`config.mk`:
```
export PLATFORM = sky130hd
export DESIGN_NAME = mage_subscript_gen
export DESIGN_NICKNAME = d
export VERILOG_FILES = /design/src/rtl/mage_pkg.sv /design/src/rtl/mage_loop_dim.sv /design/src/rtl/mage_subscript_gen.sv
export SDC_FILE = /design/constraint.sdc
export NUM_CORES = 1
export LEC_CHECK = 0
export BUFFER_PORTS_ARGS = -buffer_cell sky130_fd_sc_hd__buf_4
export CAP_MARGIN = 40
export CORE_UTILIZATION = 45
export DETAILED_ROUTE_END_ITERATION = 6
export PLACE_DENSITY = 0.66
export SKIP_CTS_REPAIR_TIMING = 1
export SLEW_MARGIN = 40
export SYNTH_ARGS = -nofsm -noshare
export SYNTH_HDL_FRONTEND = slang
export SYNTH_SLANG_ARGS = --single-unit
```
`constraint.sdc`:
```
create_clock -name clk_i -period 2.8 [get_ports clk_i]
set_clock_uncertainty 0.05 [all_clocks]
set_input_delay 0 -clock clk_i [delete_from_list [all_inputs] [get_ports clk_i]]
set_output_delay 0 -clock clk_i [all_outputs]
set_load 0.01 [all_outputs]
```
`src/rtl/mage_pkg.sv`:
```
// -----------------------------------------------------------------------------
// mage_pkg
// Shared widths and types for the MAGE address-generation blocks.
//   N_SUBSCRIPTS   : number of loop dimensions / subscripts.
//   NBIT_FLAT_ADDR : subscript and flat address width.
//   NBIT_LOOP_ITER : width of each iteration bound and counter.
//   loop_cfg_t     : per-dimension loop configuration {base, stride, bound}.
//   sgen_state_e   : subscript generator control states.
// -----------------------------------------------------------------------------
package mage_pkg;

   localparam int N_SUBSCRIPTS   = 2;
   localparam int NBIT_FLAT_ADDR = 8;
   localparam int NBIT_LOOP_ITER = 8;

   localparam logic [NBIT_LOOP_ITER-1:0] ITER_ONE = NBIT_LOOP_ITER'(1);

   typedef struct packed {
      logic [NBIT_FLAT_ADDR-1:0] base;
      logic [NBIT_FLAT_ADDR-1:0] stride;
      logic [NBIT_LOOP_ITER-1:0] bound;
   } loop_cfg_t;

   typedef enum logic [1:0] {
      IDLE = 2'd0,
      RUN  = 2'd1,
      DONE = 2'd2
   } sgen_state_e;

   // Address addition wraps modulo 2^NBIT_FLAT_ADDR.
   function automatic logic [NBIT_FLAT_ADDR-1:0] addr_add(
      input logic [NBIT_FLAT_ADDR-1:0] a,
      input logic [NBIT_FLAT_ADDR-1:0] b
   );
      return a + b;
   endfunction

endpackage

```
`src/rtl/mage_loop_dim.sv`:
```
// -----------------------------------------------------------------------------
// mage_loop_dim
// One dimension of the loop nest: an iteration counter plus a subscript
// accumulator (subscript = base + iv*stride built by repeated addition).
// Ports:
//   clk_i, rst_i : clock, asynchronous active-high reset.
//   load         : capture base/stride/bound, iv -> 0, subscript -> base.
//   advance      : step this dimension (wraps to base after bound-1).
//   base, stride, bound : configuration sampled on load.
//   subscript    : current subscript value.
//   at_end       : iv equals bound-1 (the next advance wraps).
// -----------------------------------------------------------------------------
module mage_loop_dim
   import mage_pkg::*;
(
   input  logic                      clk_i,
   input  logic                      rst_i,
   input  logic                      load,
   input  logic                      advance,
   input  logic [NBIT_FLAT_ADDR-1:0] base,
   input  logic [NBIT_FLAT_ADDR-1:0] stride,
   input  logic [NBIT_LOOP_ITER-1:0] bound,
   output logic [NBIT_FLAT_ADDR-1:0] subscript,
   output logic                      at_end
);

   loop_cfg_t                 cfg_q;
   logic [NBIT_LOOP_ITER-1:0] iv_q;
   logic [NBIT_FLAT_ADDR-1:0] acc_q;

   always_ff @(posedge clk_i or posedge rst_i) begin
      if (rst_i) begin
         cfg_q <= '0;
         iv_q  <= '0;
         acc_q <= '0;
      end else if (load) begin
         cfg_q <= '{base: base, stride: stride, bound: bound};
         iv_q  <= '0;
         acc_q <= base;
      end else if (advance) begin
         if (at_end) begin
            iv_q  <= '0;
            acc_q <= cfg_q.base;
         end else begin
            iv_q  <= iv_q + ITER_ONE;
            acc_q <= addr_add(acc_q, cfg_q.stride);
         end
      end
   end

   // A zero bound never reaches RUN, so bound-1 underflow is never observed.
   assign at_end    = (iv_q == (cfg_q.bound - ITER_ONE));
   assign subscript = acc_q;

endmodule

```
`src/rtl/mage_subscript_gen.sv`:
```
// -----------------------------------------------------------------------------
// mage_subscript_gen
// Walks an N_SUBSCRIPTS-deep loop nest (dimension 0 outermost) and streams
// subscript_k = base_k + iv_k*stride_k over a valid/ready interface, one
// element per cycle at full throughput. No multipliers: each dimension
// accumulates its stride.
// Ports:
//   clk_i, rst_i   : clock, asynchronous active-high reset.
//   clear_i        : synchronous abort back to IDLE (discards offered element).
//   start_i        : launch, sampled only in IDLE; latches base/stride/bound.
//   base_i, stride_i, bound_i : per-dimension configuration.
//   subscripts_o   : current subscripts, valid_o qualifies.
//   valid_o/ready_i: stream handshake; last_o marks the final element.
//   busy_o         : in RUN.   done_o : one-cycle pulse at end of the nest.
// Optional build macro MAGE_SUBSCRIPT_GEN_PERF_EN adds stall_cnt_o, a
// saturating 32-bit count of cycles with valid_o && !ready_i.
// -----------------------------------------------------------------------------
module mage_subscript_gen
   import mage_pkg::*;
(
   input  logic                                          clk_i,
   input  logic                                          rst_i,
   input  logic                                          clear_i,
   input  logic                                          start_i,
   input  logic [N_SUBSCRIPTS-1:0][NBIT_FLAT_ADDR-1:0]   base_i,
   input  logic [N_SUBSCRIPTS-1:0][NBIT_FLAT_ADDR-1:0]   stride_i,
   input  logic [N_SUBSCRIPTS-1:0][NBIT_LOOP_ITER-1:0]   bound_i,
   output logic [N_SUBSCRIPTS-1:0][NBIT_FLAT_ADDR-1:0]   subscripts_o,
   output logic                                          valid_o,
   input  logic                                          ready_i,
   output logic                                          last_o,
   output logic                                          busy_o,
`ifdef MAGE_SUBSCRIPT_GEN_PERF_EN
   output logic [31:0]                                   stall_cnt_o,
`endif
   output logic                                          done_o
);

   sgen_state_e             state_q, state_d;
   logic                    load;
   logic                    xfer;
   logic                    any_zero;
   logic [N_SUBSCRIPTS-1:0] adv;
   logic [N_SUBSCRIPTS-1:0] at_end;

   assign valid_o = (state_q == RUN);
   assign busy_o  = (state_q == RUN);
   assign done_o  = (state_q == DONE);
   assign last_o  = valid_o && (&at_end);
   assign xfer    = valid_o && ready_i;

   always_comb begin
      any_zero = 1'b0;
      for (int k = 0; k < N_SUBSCRIPTS; k++) begin
         if (bound_i[k] == '0) any_zero = 1'b1;
      end
   end

   // Innermost dimension steps on every accepted element; each outer one
   // steps only when everything inside it wraps. clear_i discards the element.
   always_comb begin
      adv                 = '0;
      adv[N_SUBSCRIPTS-1] = xfer && !clear_i;
      for (int k = N_SUBSCRIPTS-2; k >= 0; k--) begin
         adv[k] = adv[k+1] && at_end[k+1];
      end
   end

   for (genvar k = 0; k < N_SUBSCRIPTS; k++) begin : g_dim
      mage_loop_dim u_dim (
         .clk_i     (clk_i),
         .rst_i     (rst_i),
         .load      (load),
         .advance   (adv[k]),
         .base      (base_i[k]),
         .stride    (stride_i[k]),
         .bound     (bound_i[k]),
         .subscript (subscripts_o[k]),
         .at_end    (at_end[k])
      );
   end

   always_ff @(posedge clk_i or posedge rst_i) begin
      if (rst_i) state_q <= IDLE;
      else       state_q <= state_d;
   end

   always_comb begin
      state_d = state_q;
      load    = 1'b0;
      unique case (state_q)
         IDLE: begin
            if (start_i) begin
               load    = 1'b1;
               state_d = any_zero ? DONE : RUN;
            end
         end
         RUN: begin
            if (xfer && last_o) state_d = DONE;
         end
         DONE: begin
            state_d = IDLE;
         end
         default: begin
            state_d = IDLE;
         end
      endcase
      if (clear_i) begin
         load    = 1'b0;
         state_d = IDLE;
      end
   end

`ifdef MAGE_SUBSCRIPT_GEN_PERF_EN
   localparam logic [31:0] STALL_ONE = 32'd1;
   logic [31:0] stall_q;

   always_ff @(posedge clk_i or posedge rst_i) begin
      if (rst_i) begin
         stall_q <= '0;
      end else if (load) begin
         stall_q <= '0;
      end else if (valid_o && !ready_i && (stall_q != '1)) begin
         stall_q <= stall_q + STALL_ONE;
      end
   end

   assign stall_cnt_o = stall_q;
`endif

endmodule

```
==> out/metrics.yaml, run 1 <==
status: "complete, no violations"
die_h_um: 104
route.detailed.drc: 0
regArea_um2: 2050
switching_share_pct: 33.3
synthXorXnorAreaFrac_pct: 6.12
syn_avg_cell_area_um2: 8.84
synthAdderAreaFrac_pct: 5.62
rows: 37
synth_flop_cell: "dfrtp_1"
die-area_um2: 10900
grt_usage_pct: 21.9
synth_top_family_by_area: "simple AND/OR/NAND/NOR gates"
postSynthNetCount: 607
slew_headroom_pct: 53.1
core_area_um2: 10200
via_per_inst: 5.31
ios: 73
io_buffer_count: 72
wl_um: 12300
multi_input_area_um2: 2530
p_leak_uw: 0.00298
place_inst: 732
diodes: 0
utilization_pct: 61.2
initial_core_util_pct: 46.1
synth_top_area_share_pct: 43.5
rsz0062_at_grt: "no"
vias: 4246
synth.area.top_cells: "dfrtp_1 (43%), nand2_1 (12%), ha_1 (4.8%), xnor2_1 (4.3%), o21ai_1 (2.7%)"
pwr-share-comb_pct: 34.2
root_buffer: "clkbuf_8"
yosysSeqAreaShare_pct: 43.5
firstDrtPassIters: 4
finalSetupViolations: 0
synth_simple_gate_area_share_pct: 25.7
grt_pass1_vias: 3960
cts_tree: "done"
final_common_cell: "nand2_1"
syn-cell-area_um2: 4720
stdcell_count: 800
drv_slew: 0
synth_cells: 534
path_clk_slew_ns: 0.09
h-tree-depth: 3
fmax_mhz: 373
p_int_uw: 2790
synth.area.mux_share_pct: 1.48
synth-async-reset-ratio_pct: 100
start_kind: "flip-flop"
drive_above_1_share_pct: 17.3
worstPathArrival_ns: 2.63
min_period_over_period_pct: 95.8
grt_max_degree: 66
grt_overflow: 0
clock-sinks: 82
num-fill-cells: 849
worstMarginPinSlew_ns: 0.703
power_density_nw_per_um2: 668
cts_made_buffers: 9
synthToLayoutAreaGrowth_pct: 32.7
grt_antenna_before_repair: 0
p_total_uw: 4180
vdd_drop_max_uv: 360
cts_max_path_buffers: 2
clock_latency_ns: 0.36
fin_nets: 732
final_cell_mix: "nand2_1 (147), dfrtp_1 (81), buf_4 (79)"
routedWlPerCell_um: 15.3
crit_fanout: 6
fin_crit_ns: 2.68
dieWidth_um: 104
crit_required_ns: 2.75
crit_path_end_kind: "output port"
yosys.area.top_type: "dfrtp_1"
route.antenna.remaining_nets: 0
synth_compound_area_share_pct: 14.1
switchingPower_uw: 1390
synth_edf_count: 0
synth-seq-cells: 82
power_frac_seq_pct: 38.3
grt_pass1_wl_um: 19100
hold_violations: 0
drv.max_cap_violation_count: 0
place_congestion: 0.810
dp_hpwl_um: 8060
drt_first_iter_violations: 202
synthDistinctLibCells: 65
min_path_type: "input pin to flip-flop"
ys_warn_count: 0
clock_power_share_pct: 27.5
worstSetupPathType: "flip-flop to output port"
## final timing paths
check	slack [ns]	depth (start not counted)	start	endpoint
hold / removal	0.03	4	start_i	state_q[0]
hold reg to reg	0.43	2	g_dim[1].u_dim.cfg_q[17]	g_dim[1].u_dim.cfg_q[17]
setup reg to reg	0.17	9	g_dim[1].u_dim.cfg_q[0]	g_dim[0].u_dim.iv_q[7]
max in group asynchronous	1.78	4	rst_i	g_dim[0].u_dim.subscript[4]
setup / recovery	0.12	8	g_dim[1].u_dim.cfg_q[0]	last_o
min in group asynchronous	0.24	3	rst_i	g_dim[0].u_dim.iv_q[3]
## critical path: stages, from the launching register on
cell and delay (ns):
dfrtp_2 0.41, inv_1 0.07, ha_1 0.27, nor2b_1 0.15
or3_1 0.40, a31oi_4 0.29, nand4_4 0.18, nor4b_4 0.33
buf_4 0.17
## layer usage
layer	vias to the layer above	routed length, µm	global-route usage (%)
li1	2096	-	-
met1	2028	5640	29.4
met2	100	5930	35.6
met3	22	465	3.51
met4	0	221	7.86
met5	-	0	0
## per-stage QoR
step | setup slack [ns] | instance area, µm² | hold slack, ns | TNS (ns)
after floorplan | 0.410 | 4720 | 0.0554 | 0
final | 0.118 | 6260 | 0.0349 | 0
after global placement | 0.313 | 5450 | 0.0848 | 0
after CTS | -0.120 | 5720 | -0.299 | -0.120
after global routing | 0.0427 | 6260 | 0.0286 | 0
after detailed placement | 0.180 | 5450 | 0.0888 | 0
## sequential cells by signal (all words and copies together) (netlist names)
register,cells
state_q,2
g_dim.u_dim.cfg_q,48
g_dim.u_dim.subscript,16
g_dim.u_dim.iv_q,16
## layout make-up
cell class / count / share of cell area, %
clock buffers: 11 / 2.26
clock inverters: 5 / 2.00
inverters: 20 / 1.22
multi-input cells: 413 / 40.5
flip-flops and latches: 82 / 32.8
well taps: 136 / 2.72
repair buffers: 133 / 18.6
## kinds of logic (layout without fill, tap and decap cells)
family,count (synthesis),in the layout
AO/OA/AOI/OAI,97,97
XOR/XNOR,33,33
adder cells (fa/ha/maj),20,20
buffers and inverters,39,169
flip-flops,82,82
multiplexers,7,7
AND/OR/NAND/NOR,256,256
## Yosys cell counts (3+ instances only)
cell,count
ha_1,18
nor3_1,13
a31oi_1,4
nor4_1,3
and3_1,6
nand3_1,20
a21oi_1,18
o22ai_1,3
or3_1,3
o31ai_1,3
dfrtp_1,82
nor2b_1,10
o21ai_1,25
inv_1,19
o21bai_1,4
xor2_1,10
nor2_1,23
o21ai_0,4
clkbuf_1,14
nor3_2,3
o211ai_1,11
a22o_1,6
nand2b_1,4
nand2_1,147
mux2i_1,7
xnor2_1,23
## power by group through the flow
stage	combinational, µW	sequential (µW)	clock, µW
final	1430	1600	1150
after global placement	1300	1610	0
after detailed placement	1340	1620	0
after CTS	1360	1600	1170
after floorplan	942	1590	0
after global routing	1580	1630	1220
Note: power is estimated with default switching activity, not from simulation.
==> inputs of run 2 (changes only) <==
--- a/config.mk
+++ b/config.mk
@@ -9,7 +9,7 @@
 export CAP_MARGIN = 40
 export CORE_UTILIZATION = 45
 export DETAILED_ROUTE_END_ITERATION = 6
-export PLACE_DENSITY = 0.66
+export PLACE_DENSITY = 0.73
 export SKIP_CTS_REPAIR_TIMING = 1
 export SLEW_MARGIN = 40
 export SYNTH_ARGS = -nofsm -noshare
==> out/metrics.yaml, run 2 (same netlist as run 1, synthesis figures left out) <==
grt_overflow: 0
regArea_um2: 2050
diodes: 0
place_inst: 733
dieWidth_um: 104
start_kind: "flip-flop"
hold_depth: 4
grt_max_degree: 66
cp_top_family: "simple AND/OR/NAND/NOR gates"
drv_slew: 0
dpl_worst_slack_ns: 0.193
worst_slack_ns: 0.133
wl_um: 12100
num-fill-cells: 881
rsz0062_at_grt: "no"
finalSetupViolations: 0
crit_cells: 8
cpMaxStageDelayCell: "dfrtp_2"
fin_nets: 732
reg2regPathDepth: 9
utilization_pct: 60.6
firstDrtPassIters: 5
vias: 4331
largest_reg_flops: 48
via_per_inst: 5.41
crit_required_ns: 2.75
grt_pass1_vias: 4164
status: "complete, no violations"
cpPeakStageDelay_ns: 0.41
core_area_um2: 10200
dpl_cell_area_um2: 5440
min_period_over_period_pct: 95.3
gr-usage-met2_pct: 36.3
design_area_um2: 6200
place_congestion: 0.878
rows: 37
min_from: "start_i"
power_density_nw_per_um2: 652
drv.max_cap_violation_count: 0
stdcell_count: 800
route.antenna.remaining_nets: 0
die-area_um2: 10900
critPathLaunch: "g_dim[1].u_dim.cfg_q[0]"
p_leak_uw: 0.00294
clock_latency_ns: 0.37
worstPathArrival_ns: 2.62
min_path_type: "input pin to flip-flop"
grt_usage_pct: 22.2
vdd_drop_max_uv: 407
root_buffer: "clkbuf_8"
worstMarginPinSlew_ns: 0.687
grt_antenna_before_repair: 0
synthToLayoutAreaGrowth_pct: 31.3
crit_path_end_kind: "output port"
slew_headroom_pct: 54.2
grt_use_met1_pct: 28.7
grt_pass1_wl_um: 19500
multi_input_area_um2: 2520
routedWlPerCell_um: 15.1
dp_hpwl_um: 8060
final_cell_mix: "nand2_1 (147), dfrtp_1 (81), buf_4 (81)"
hold_violations: 0
crit_fanout: 6
drt_first_iter_violations: 274
cts_max_path_buffers: 2
cts_tree: "done"
worstSetupPathType: "flip-flop to output port"
path_cells: "inv_1 -> ha_1 -> nor2b_1 -> or3_1 -> a31oi_4 -> nand4_4 -> nor4b_2 -> buf_4"
cts_made_buffers: 9
grt_use_met3_pct: 4.14
final_common_cell: "nand2_1"
fin_crit_ns: 2.67
largest-register: "g_dim.u_dim.cfg_q"
critPathBufInv: 2
ios: 73
path_clk_slew_ns: 0.08
route.detailed.drc: 0
r2r_start: "g_dim[1].u_dim.cfg_q[0]"
clock-sinks: 82
die_h_um: 104
h-tree-depth: 3
global_route.peak_usage_layer: "met2"
hold_ws_ns: 0.0248
io_buffer_count: 72
initial_core_util_pct: 46.1
fmax_mhz: 375
drive_above_1_share_pct: 17.2
[run 2: cell type report]
| class | count | share of cell area (%) |
|---|---|---|
| Clock inverter | 5 | 1.66 |
| Inverter | 20 | 1.25 |
| Sequential cell | 82 | 33.1 |
| Multi-Input combinational cell | 413 | 40.7 |
| Timing Repair Buffer | 133 | 18.4 |
| Clock buffer | 11 | 2.12 |
| Tap cell | 136 | 2.75 |
[run 2: metrics by stage]
step,power (µW),TNS [ns]
floorplan,2540,0
global placement,2900,0
detailed placement,2950,0
CTS,3990,-0.0394
global route,4320,0
finish,4040,0
[run 2: worst reg2reg max path: cells and delay by family (launching register included)]
family / cells / cell delay [ns]
AND/OR/NAND/NOR: 4 / 1.04
adder cells (fa/ha/maj): 1 / 0.26
AO/OA/AOI/OAI: 3 / 0.66
flip-flops: 1 / 0.41
buffers and inverters: 1 / 0.07
[run 2: power by group]
group / total (µW) / leakage [µW] / internal, µW / switching [µW]
sequential: 1610 / 0.00103 / 1390 / 219
combinational: 1400 / 0.00180 / 684 / 714
clock: 1030 / 0.000114 / 592 / 441
total: 4040 / 0.00294 / 2670 / 1370
[run 2: worst paths after layout]
kind                                       endpoint  slack, ns
min in group asynchronous   g_dim[1].u_dim.cfg_q[7]       0.21
max                                          last_o       0.13
min                                      state_q[0]       0.02
max reg2reg                  g_dim[0].u_dim.iv_q[2]       0.21
min reg2reg                g_dim[1].u_dim.cfg_q[19]       0.43
max in group asynchronous   g_dim[0].u_dim.cfg_q[8]       1.86
[run 2: routing by layer]
| metal | wire length [µm] | vias up |
|---|---|---|
| li1 | - | 2100 |
| met1 | 5270 | 2094 |
| met2 | 5960 | 109 |
| met3 | 528 | 28 |
| met4 | 298 | 0 |
| met5 | 0 | - |
==> inputs of run 3 (changes only) <==
--- a/config.mk
+++ b/config.mk
@@ -7,6 +7,7 @@
 export LEC_CHECK = 0
 export BUFFER_PORTS_ARGS = -buffer_cell sky130_fd_sc_hd__buf_4
 export CAP_MARGIN = 40
+export CORE_ASPECT_RATIO = 0.5
 export CORE_UTILIZATION = 45
 export DETAILED_ROUTE_END_ITERATION = 6
 export PLACE_DENSITY = 0.73
==> out/metrics.yaml, run 3 (same netlist as run 1, synthesis figures left out) <==
grt_overflow: 0
min_period_over_period_pct: 94.3
core_area_um2: 9820
grt_usage_pct: 22.5
dieWidth_um: 147
largest_reg_flops: 48
dp_hpwl_um: 8140
via_per_inst: 5.24
worstSetupPathType: "flip-flop to output port"
route.detailed.drc: 0
power_density_nw_per_um2: 687
reg2regPathDepth: 9
start_kind: "flip-flop"
routedWlPerCell_um: 14.7
p_leak_uw: 0.00299
synthToLayoutAreaGrowth_pct: 33.0
vdd_drop_max_uv: 334
initial_core_util_pct: 48.1
status: "complete, no violations"
h-tree-depth: 3
finalSetupViolations: 0
route.antenna.remaining_nets: 0
firstDrtPassIters: 4
r2r_start: "g_dim[1].u_dim.cfg_q[0]"
crit_fanout: 6
crit_required_ns: 2.75
critPathLaunch: "g_dim[1].u_dim.cfg_q[0]"
drive_above_1_share_pct: 17.4
min_path_type: "input pin to flip-flop"
design_area_um2: 6280
fin_setup_tns_ns: 0
top_layer_used: "met4"
ios: 73
diodes: 0
grt_pass1_wl_um: 19100
wl_met3_um: 568
worstMarginPinSlew_ns: 0.702
cts_max_path_buffers: 2
fin_crit_ns: 2.64
grt_max_degree: 66
dpl_cell_area_um2: 5430
root_buffer: "clkbuf_16"
hold_violations: 0
place_congestion: 0.816
largest-register: "g_dim.u_dim.cfg_q"
final_cell_mix: "nand2_1 (147), buf_4 (83), dfrtp_1 (82)"
wl_um: 11800
cts_made_buffers: 9
drv.max_cap_violation_count: 0
wl_met1_um: 5670
path_clk_slew_ns: 0.06
worstPathArrival_ns: 2.59
final_common_cell: "nand2_1"
drv_slew: 0
place_inst: 733
r2r-end: "g_dim[0].u_dim.iv_q[2]"
ff2ff_setup_slack_ns: 0.21
die-area_um2: 10900
rows: 25
dpl_worst_slack_ns: 0.238
rsz0062_at_grt: "no"
stdcell_count: 800
io_buffer_count: 72
crit_end: "last_o"
vias: 4193
fin_nets: 733
route.met2.wl_um: 5490
crit_path_end_kind: "output port"
worst_slack_ns: 0.158
grt_pass1_vias: 4001
fmax_mhz: 379
drt_first_iter_violations: 301
grt_antenna_before_repair: 0
die_h_um: 74.4
clock-sinks: 82
utilization_pct: 63.9
slew_headroom_pct: 53.2
cts_tree: "done"
clock_latency_ns: 0.34
-- run 3: cell count changes in the layout (fill, tap and decap cells not counted), moves of 2 or more --
| cell | before | now |
|---|---|---|
| clkbuf_8 | 9 | 1 |
| clkbuf_1 | 2 | 0 |
| clkbuf_16 | 0 | 9 |
| buf_4 | 81 | 83 |
-- run 3: final cells by class --
cell class	instances	area (µm²)
sequential	82	2050
tap	135	169
timing repair buffer	134	1130
inverter	20	77.6
clock inverter	6	88.8
multi-input combinational	413	2520
fill	831	3550
clock buffer	10	239
-- run 3: per-layer routing --
metal | vias up | GRT usage, %
li1 | 2107 | -
met1 | 1984 | 29.8
met2 | 94 | 37.7
met3 | 8 | 5.21
met4 | 0 | 5.79
met5 | - | 0
-- run 3: power by group --
part	leakage (µW)	total, µW	switching, µW	internal, µW
registers	0.00103	1610	219	1390
clock network	0.000155	1290	485	806
logic	0.00181	1410	724	683
-- run 3: worst max-delay path: stages, from the launching register on --
cell,delay [ns]
dfrtp_1,0.42
inv_1,0.08
ha_1,0.26
nor2b_1,0.15
or3_1,0.38
a31oi_4,0.24
nand4_2,0.21
nor4b_2,0.34
buf_4,0.17
-- run 3: through the flow --
step,hold slack (ns),total power (µW)
3_5_place_dp,0.114,2960
6_report,0.0344,4310
4_1_cts,-0.248,4270
2_1_floorplan,0.0554,2540
5_1_grt,0.0831,4570
3_3_place_gp,0.111,2920
-- run 3: how the worst min path moves through the flow --
stage                 from                  endpoint  slack [ns]  depth (start not counted)
5_1_grt            start_i                state_q[0]        0.08                          4
2_1_floorplan  stride_i[2]  g_dim[0].u_dim.cfg_q[10]        0.06                          2
3_5_place_dp         rst_i   g_dim[1].u_dim.cfg_q[7]        0.11                          2
4_1_cts              rst_i   g_dim[1].u_dim.cfg_q[7]       -0.25                          2
6_report           start_i                state_q[0]        0.03                          4
3_3_place_gp         rst_i   g_dim[1].u_dim.cfg_q[7]        0.11                          2
